File: config.mk
export PLATFORM = sky130hd
export DESIGN_NAME = pipe_stage_reg
export DESIGN_NICKNAME = d
export VERILOG_FILES = /design/src/rtl/pipe_stage_reg_pkg.sv /design/src/rtl/pipe_stage_reg_stall_counter.sv /design/src/rtl/pipe_stage_reg.sv
export SDC_FILE = /design/constraint.sdc
export NUM_CORES = 1
export LEC_CHECK = 0
export BUFFER_PORTS_ARGS = -buffer_cell sky130_fd_sc_hd__buf_4
export CAP_MARGIN = 20
export CORE_ASPECT_RATIO = 0.7
export CORE_MARGIN = 5
export CORE_UTILIZATION = 54
export CTS_CLUSTER_DIAMETER = 60
export DETAILED_ROUTE_END_ITERATION = 7
export PLACE_DENSITY = 0.8
export SLEW_MARGIN = 15
export SYNTH_ARGS = -nofsm -noshare
export SYNTH_HDL_FRONTEND = slang
export SYNTH_HIERARCHICAL = 1
export SYNTH_SLANG_ARGS = --single-unit
File: constraint.sdc
create_clock -name clk_i -period 2.25 [get_ports clk_i]
set_input_delay 0.3375 -clock clk_i [delete_from_list [all_inputs] [get_ports clk_i]]
set_output_delay 0.3375 -clock clk_i [all_outputs]
set_load 0.02 [all_outputs]
File: src/rtl/pipe_stage_reg_pkg.sv
// rtl/pipe_stage_reg_pkg.sv - shared payload layout, NOP constants and occupancy encoding for pipeline stage registers
package pipe_stage_reg_pkg;

    localparam int PC_W    = 32;
    localparam int INSTR_W = 32;

    // decode->execute: {pc, npc, instr}
    localparam int DE_W         = PC_W + PC_W + INSTR_W;
    localparam int DE_INSTR_LSB = 0;
    localparam int DE_NPC_LSB   = INSTR_W;
    localparam int DE_PC_LSB    = INSTR_W + PC_W;

    // execute->memory: {pc, instr, commit}
    localparam int EM_W          = PC_W + INSTR_W + 1;
    localparam int EM_COMMIT_LSB = 0;
    localparam int EM_INSTR_LSB  = 1;
    localparam int EM_PC_LSB     = 1 + INSTR_W;

    // memory->writeback: {pc, commit}
    localparam int MW_W          = PC_W + 1;
    localparam int MW_COMMIT_LSB = 0;
    localparam int MW_PC_LSB     = 1;

    localparam logic [PC_W-1:0]    NOP_PC     = '0;
    localparam logic [PC_W-1:0]    NOP_NPC    = 32'h0000_0004;
    localparam logic [INSTR_W-1:0] NOP_INSTR  = 32'h0000_0013;
    localparam logic               NOP_COMMIT = 1'b0;

    localparam logic [DE_W-1:0] NOP_DE = {NOP_PC, NOP_NPC, NOP_INSTR};
    localparam logic [EM_W-1:0] NOP_EM = {NOP_PC, NOP_INSTR, NOP_COMMIT};
    localparam logic [MW_W-1:0] NOP_MW = {NOP_PC, NOP_COMMIT};

    typedef enum logic [1:0] {
        OCC_EMPTY = 2'd0,
        OCC_ONE   = 2'd1,
        OCC_TWO   = 2'd2
    } occ_e;

    function automatic logic [DE_W-1:0] pack_de(
        input logic [PC_W-1:0]    pc,
        input logic [PC_W-1:0]    npc,
        input logic [INSTR_W-1:0] instr
    );
        return {pc, npc, instr};
    endfunction

endpackage

File: src/rtl/pipe_stage_reg_stall_counter.sv
// rtl/pipe_stage_reg_stall_counter.sv - saturating event counter with synchronous clear for perf monitors
module pipe_stall_counter #(
    parameter int CNT_W = 16
) (
    input  logic             clk_i,
    input  logic             rst_n,
    input  logic             inc,
    input  logic             clr,
    output logic [CNT_W-1:0] cnt
);

    always_ff @(posedge clk_i or negedge rst_n) begin
        if (!rst_n) begin
            cnt <= '0;
        end else if (clr) begin
            cnt <= '0;
        end else if (inc && (cnt != {CNT_W{1'b1}})) begin
            cnt <= cnt + 1'b1;
        end
    end

endmodule

File: src/rtl/pipe_stage_reg.sv
// rtl/pipe_stage_reg.sv - valid/ready pipeline stage register with optional skid entry, hold, flush and stall counter
module pipe_stage_reg
    import pipe_stage_reg_pkg::*;
#(
    parameter int                 DATA_W    = 64,
    parameter logic [DATA_W-1:0]  NOP_VALUE = {DATA_W{1'b0}},
    parameter int                 SKID_EN   = 1,
    parameter int                 CNT_W     = 16
) (
    input  logic              clk_i,
    input  logic              rst_n,
    input  logic              flush_i,
    input  logic              hold_i,
    input  logic              in_valid_i,
    output logic              in_ready_o,
    input  logic [DATA_W-1:0] in_data_i,
    output logic              out_valid_o,
    input  logic              out_ready_i,
    output logic [DATA_W-1:0] out_data_o,
    output logic [1:0]        occ_o,
    output logic [CNT_W-1:0]  stall_cnt_o,
    input  logic              stall_cnt_clr_i
);

    occ_e              state_q, state_d;
    logic [DATA_W-1:0] main_q, skid_q;
    logic              main_ld, main_from_skid, skid_ld, skid_clr;
    logic              eff_ready, out_fire, in_fire;

    assign out_valid_o = (state_q != OCC_EMPTY);
    assign out_data_o  = main_q;
    assign occ_o       = state_q;
    assign eff_ready   = out_ready_i & ~hold_i;
    assign out_fire    = out_valid_o & eff_ready;
    assign in_fire     = in_valid_i & in_ready_o;

    // With the skid entry, ready depends only on registered occupancy, breaking the ready path.
    generate
        if (SKID_EN != 0) begin : g_skid
            assign in_ready_o = (state_q != OCC_TWO);
        end else begin : g_noskid
            assign in_ready_o = ~out_valid_o | eff_ready;
        end
    endgenerate

    always_comb begin
        state_d        = state_q;
        main_ld        = 1'b0;
        main_from_skid = 1'b0;
        skid_ld        = 1'b0;
        skid_clr       = 1'b0;
        case (state_q)
            OCC_EMPTY: begin
                if (in_fire) begin
                    main_ld = 1'b1;
                    state_d = OCC_ONE;
                end
            end
            OCC_ONE: begin
                if (in_fire && out_fire) begin
                    main_ld = 1'b1;
                end else if (out_fire) begin
                    state_d = OCC_EMPTY;
                end else if (in_fire && (SKID_EN != 0)) begin
                    skid_ld = 1'b1;
                    state_d = OCC_TWO;
                end
            end
            OCC_TWO: begin
                if (out_fire) begin
                    main_from_skid = 1'b1;
                    skid_clr       = 1'b1;
                    state_d        = OCC_ONE;
                end
            end
            default: state_d = OCC_EMPTY;
        endcase
    end

    always_ff @(posedge clk_i or negedge rst_n) begin
        if (!rst_n) begin
            state_q <= OCC_EMPTY;
            main_q  <= NOP_VALUE;
            skid_q  <= NOP_VALUE;
        end else if (flush_i) begin
            state_q <= OCC_EMPTY;
            main_q  <= NOP_VALUE;
            skid_q  <= NOP_VALUE;
        end else begin
            state_q <= state_d;
            if (main_ld) begin
                main_q <= in_data_i;
            end else if (main_from_skid) begin
                main_q <= skid_q;
            end
            if (skid_ld) begin
                skid_q <= in_data_i;
            end else if (skid_clr) begin
                skid_q <= NOP_VALUE;
            end
        end
    end

    pipe_stall_counter #(
        .CNT_W(CNT_W)
    ) u_stall_cnt (
        .clk_i(clk_i),
        .rst_n(rst_n),
        .inc  (out_valid_o & ~eff_ready),
        .clr  (stall_cnt_clr_i),
        .cnt  (stall_cnt_o)
    );

endmodule

==> flow_summary.toml <==
[synthesis]
syn_inst = 632
synth_edf_count = 0
synth_seq_area_share_pct = 54.0
syn_avg_cell_area_um2 = 10.7
yosysTopAreaCellShare_pct = 54.0
synth-seq-cells = 146
synth_area_leaders = "dfrtp_1, a22o_1, a311oi_1, nand2_1, a211oi_1"
synth_nets = 704
yosys_warnings = 6
synth.cell_area_um2 = 6760
synthDistinctLibCells = 45
yosys.area.top_type = "dfrtp_1"
ys_async_sr_fraction_pct = 100
synthFlopType = "dfrtp_1"

[sta]
layout_setup_ws_ps = 193
hold_violations = 0
slew_headroom_pct = 56.4
tightest_slew_ps = 654
slew_violations = 0
rsz0062_at_grt = "false"
timing.final.crit_share_pct = 91.4
finalSetupTns_ps = 0
timing.hold.ws_ps = 152
min_period_ps = 2060
fmax_ghz = 0.486
setup_violations = 0
fin_worst_skew_ps = 6.85

[critical_path]
reg2reg_slack_ps = 190
regToRegStartpoint = "occ_o[0]"
cp_max_fo = 25
ff2ff_path_depth = 5
crit_slowest_cell = "and4bb_4"
crit_buf_inv = 2
r2r-end = "out_data_o[54]"
crit_start = "occ_o[0]"
crit_family = "simple AND/OR/NAND/NOR gates"
cp.depth = 5
slowest_delay_ps = 550
cpMostUsedCell = "buf_4"
cp.arrival_ps = 2350
cp-start-kind = "flip-flop"
critical_path_required_ps = 2550
endpoint_kind = "flip-flop"
crit_type = "reg -> reg"
crit_chain = "buf_4, and4bb_4, buf_4, nand2_1, a311oi_1"

[status]
run_status = "completed"

[place]
place.gp.congestion = 0.878
portBuffers = 154
hpwl_mm = 13.1
placed_area_um2 = 8050
post-place-ws_ps = 202
placedCellCount = 899

[cells_and_area]
drive_above_1_share_pct = 29.1
layout_common_cells = "buf_4, dfrtp_1, nand2_1"
diodes = 0
finalNonFillerCells = 932
final_nets = 829
fill_cells = 897
final_common_cell = "buf_4"
area_growth_syn_to_layout_pct = 27.8
fin_util_pct = 70.1
final_area_um2 = 8640

[routing]
routed_wl_mm = 20.4
post_drt_wl_per_cell_um = 21.9
avgViaCountPerCell = 6.64
drt_iter0_markers = 589
antenna_left = 0
drt-pass1-iter-count = 6
vias = 6192
drc = 0

[die]
start_util_pct = 54.8
num_io_pins = 155
die_w_um = 144
die_y_um = 104
core_um2 = 12300
rows = 34
die_area_um2 = 14900

[job]
cap_violations = 0

[clock_tree]
cts_tree = "built"
clkSlewWorstSetupHoldPaths_ps = 60
clk_path_buf_depth = 2
cts_resized = 0
htreeDepth = 4
cts.sinks = 146
clock_latency_ps = 410
cts-buffers-inserted = 17
cts_root_buf = "clkbuf_16"

[worst_hold_path]
min_from = "in_data_i[8]"
hp-class = "in -> reg"
hold_end = "skid_q[8]"
min_delay_path_depth = 2

[pwr]
power_frac_seq_pct = 42.7
intPower_mw = 4.92
combPwrFrac_pct = 16.1
clockPowerShare_pct = 41.2
ir_drop_uv = 539
power_mw = 6.80
sw_frac_of_total_pct = 27.7
p_leak_nw = 3.86
power_density_nw_per_um2 = 787
switching_power_mw = 1.89

[global_routing]
gr-usage-all-layers_pct = 27.1
grt_pass1_vias = 6225
grt_start_max_net_pins = 66
grt_pass1_wl_mm = 32.3
grt-ovfl-total = 0
grt_antenna_before_repair = 0
registers in the layout (all words and copies together), names as in the netlist:
name,cells
occ_o,2
out_data_o,64
skid_q,64
u_stall_cnt/cnt,16
layer usage:
layer / global-route usage [%] / wire length [µm]
met4: 8.47 / 330
met1: 38.7 / 8430
met3: 7.23 / 2130
met2: 40.5 / 9500
met5: 0 / 0
how the worst max path moves through the flow:
stage	endpoint	slack [ps]
floorplan	u_stall_cnt/cnt[8]	30
global placement	out_data_o[36]	310
detailed placement	out_data_o[53]	200
CTS	out_data_o[47]	200
global route	u_stall_cnt/cnt[4]	100
finish	out_data_o[54]	190
power by group through the flow:
stage / Combinational [mW] / Sequential, mW / Clock [mW]
2_1_floorplan: 0.434 / 3.06 / 0
3_3_place_gp: 1.05 / 2.94 / 0
3_5_place_dp: 1.09 / 2.94 / 0
4_1_cts: 1.09 / 2.90 / 2.84
5_1_grt: 1.17 / 2.92 / 2.95
6_report: 1.09 / 2.90 / 2.80
synth_stat cells, types with 2 or more instances:
| master | n |
|---|---|
| nand2_1 | 135 |
| a211oi_1 | 64 |
| buf_6 | 7 |
| buf_4 | 2 |
| nand4_1 | 6 |
| nor2b_1 | 6 |
| a22o_1 | 64 |
| or3_1 | 2 |
| nand2b_1 | 4 |
| clkbuf_1 | 36 |
| or4_1 | 5 |
| dfrtp_1 | 146 |
| a21oi_1 | 12 |
| inv_1 | 3 |
| or4_2 | 2 |
| mux2_1 | 4 |
| buf_1 | 5 |
| nand3_1 | 3 |
| nor4_1 | 4 |
| buf_2 | 19 |
| o21ai_1 | 3 |
| and3_1 | 2 |
| o31ai_1 | 8 |
| a311oi_1 | 64 |
| nor2_1 | 4 |
| nand3b_1 | 2 |
| and4_2 | 2 |
repair_timing:
| item | 4_1_cts | 5_1_grt |
|---|---|---|
| hold buffers | 1 | 0 |
| buffers inserted | 0 | 0 |
| hold endpoints to repair | 49 | 0 |
cell families (layout without fill, tap and decap cells):
| group | count (synthesis) | count (layout) | share of synthesized area [%] |
|---|---|---|---|
| and+or+nand+nor | 186 | 186 | 12.9 |
| adders and majority gates | 1 | 1 | 0.185 |
| buffers and inverters | 73 | 211 | 5.31 |
| DFF | 146 | 146 | 54.0 |
| muxes | 5 | 5 | 0.814 |
| AOI/OAI and AO/OA | 221 | 221 | 26.8 |
cell type report:
| cell class | count | area [µm²] | share of cell area (%) |
|---|---|---|---|
| Timing Repair Buffer | 176 | 1420 | 16.4 |
| Multi-Input combinational cell | 413 | 2770 | 32.1 |
| Clock buffer | 20 | 457 | 5.28 |
| Tap cell | 162 | 203 | 2.35 |
| Sequential cell | 146 | 3650 | 42.3 |
| Inverter | 3 | 11.3 | 0.130 |
| Clock inverter | 12 | 129 | 1.49 |
Power figures use the tool's default switching activity.
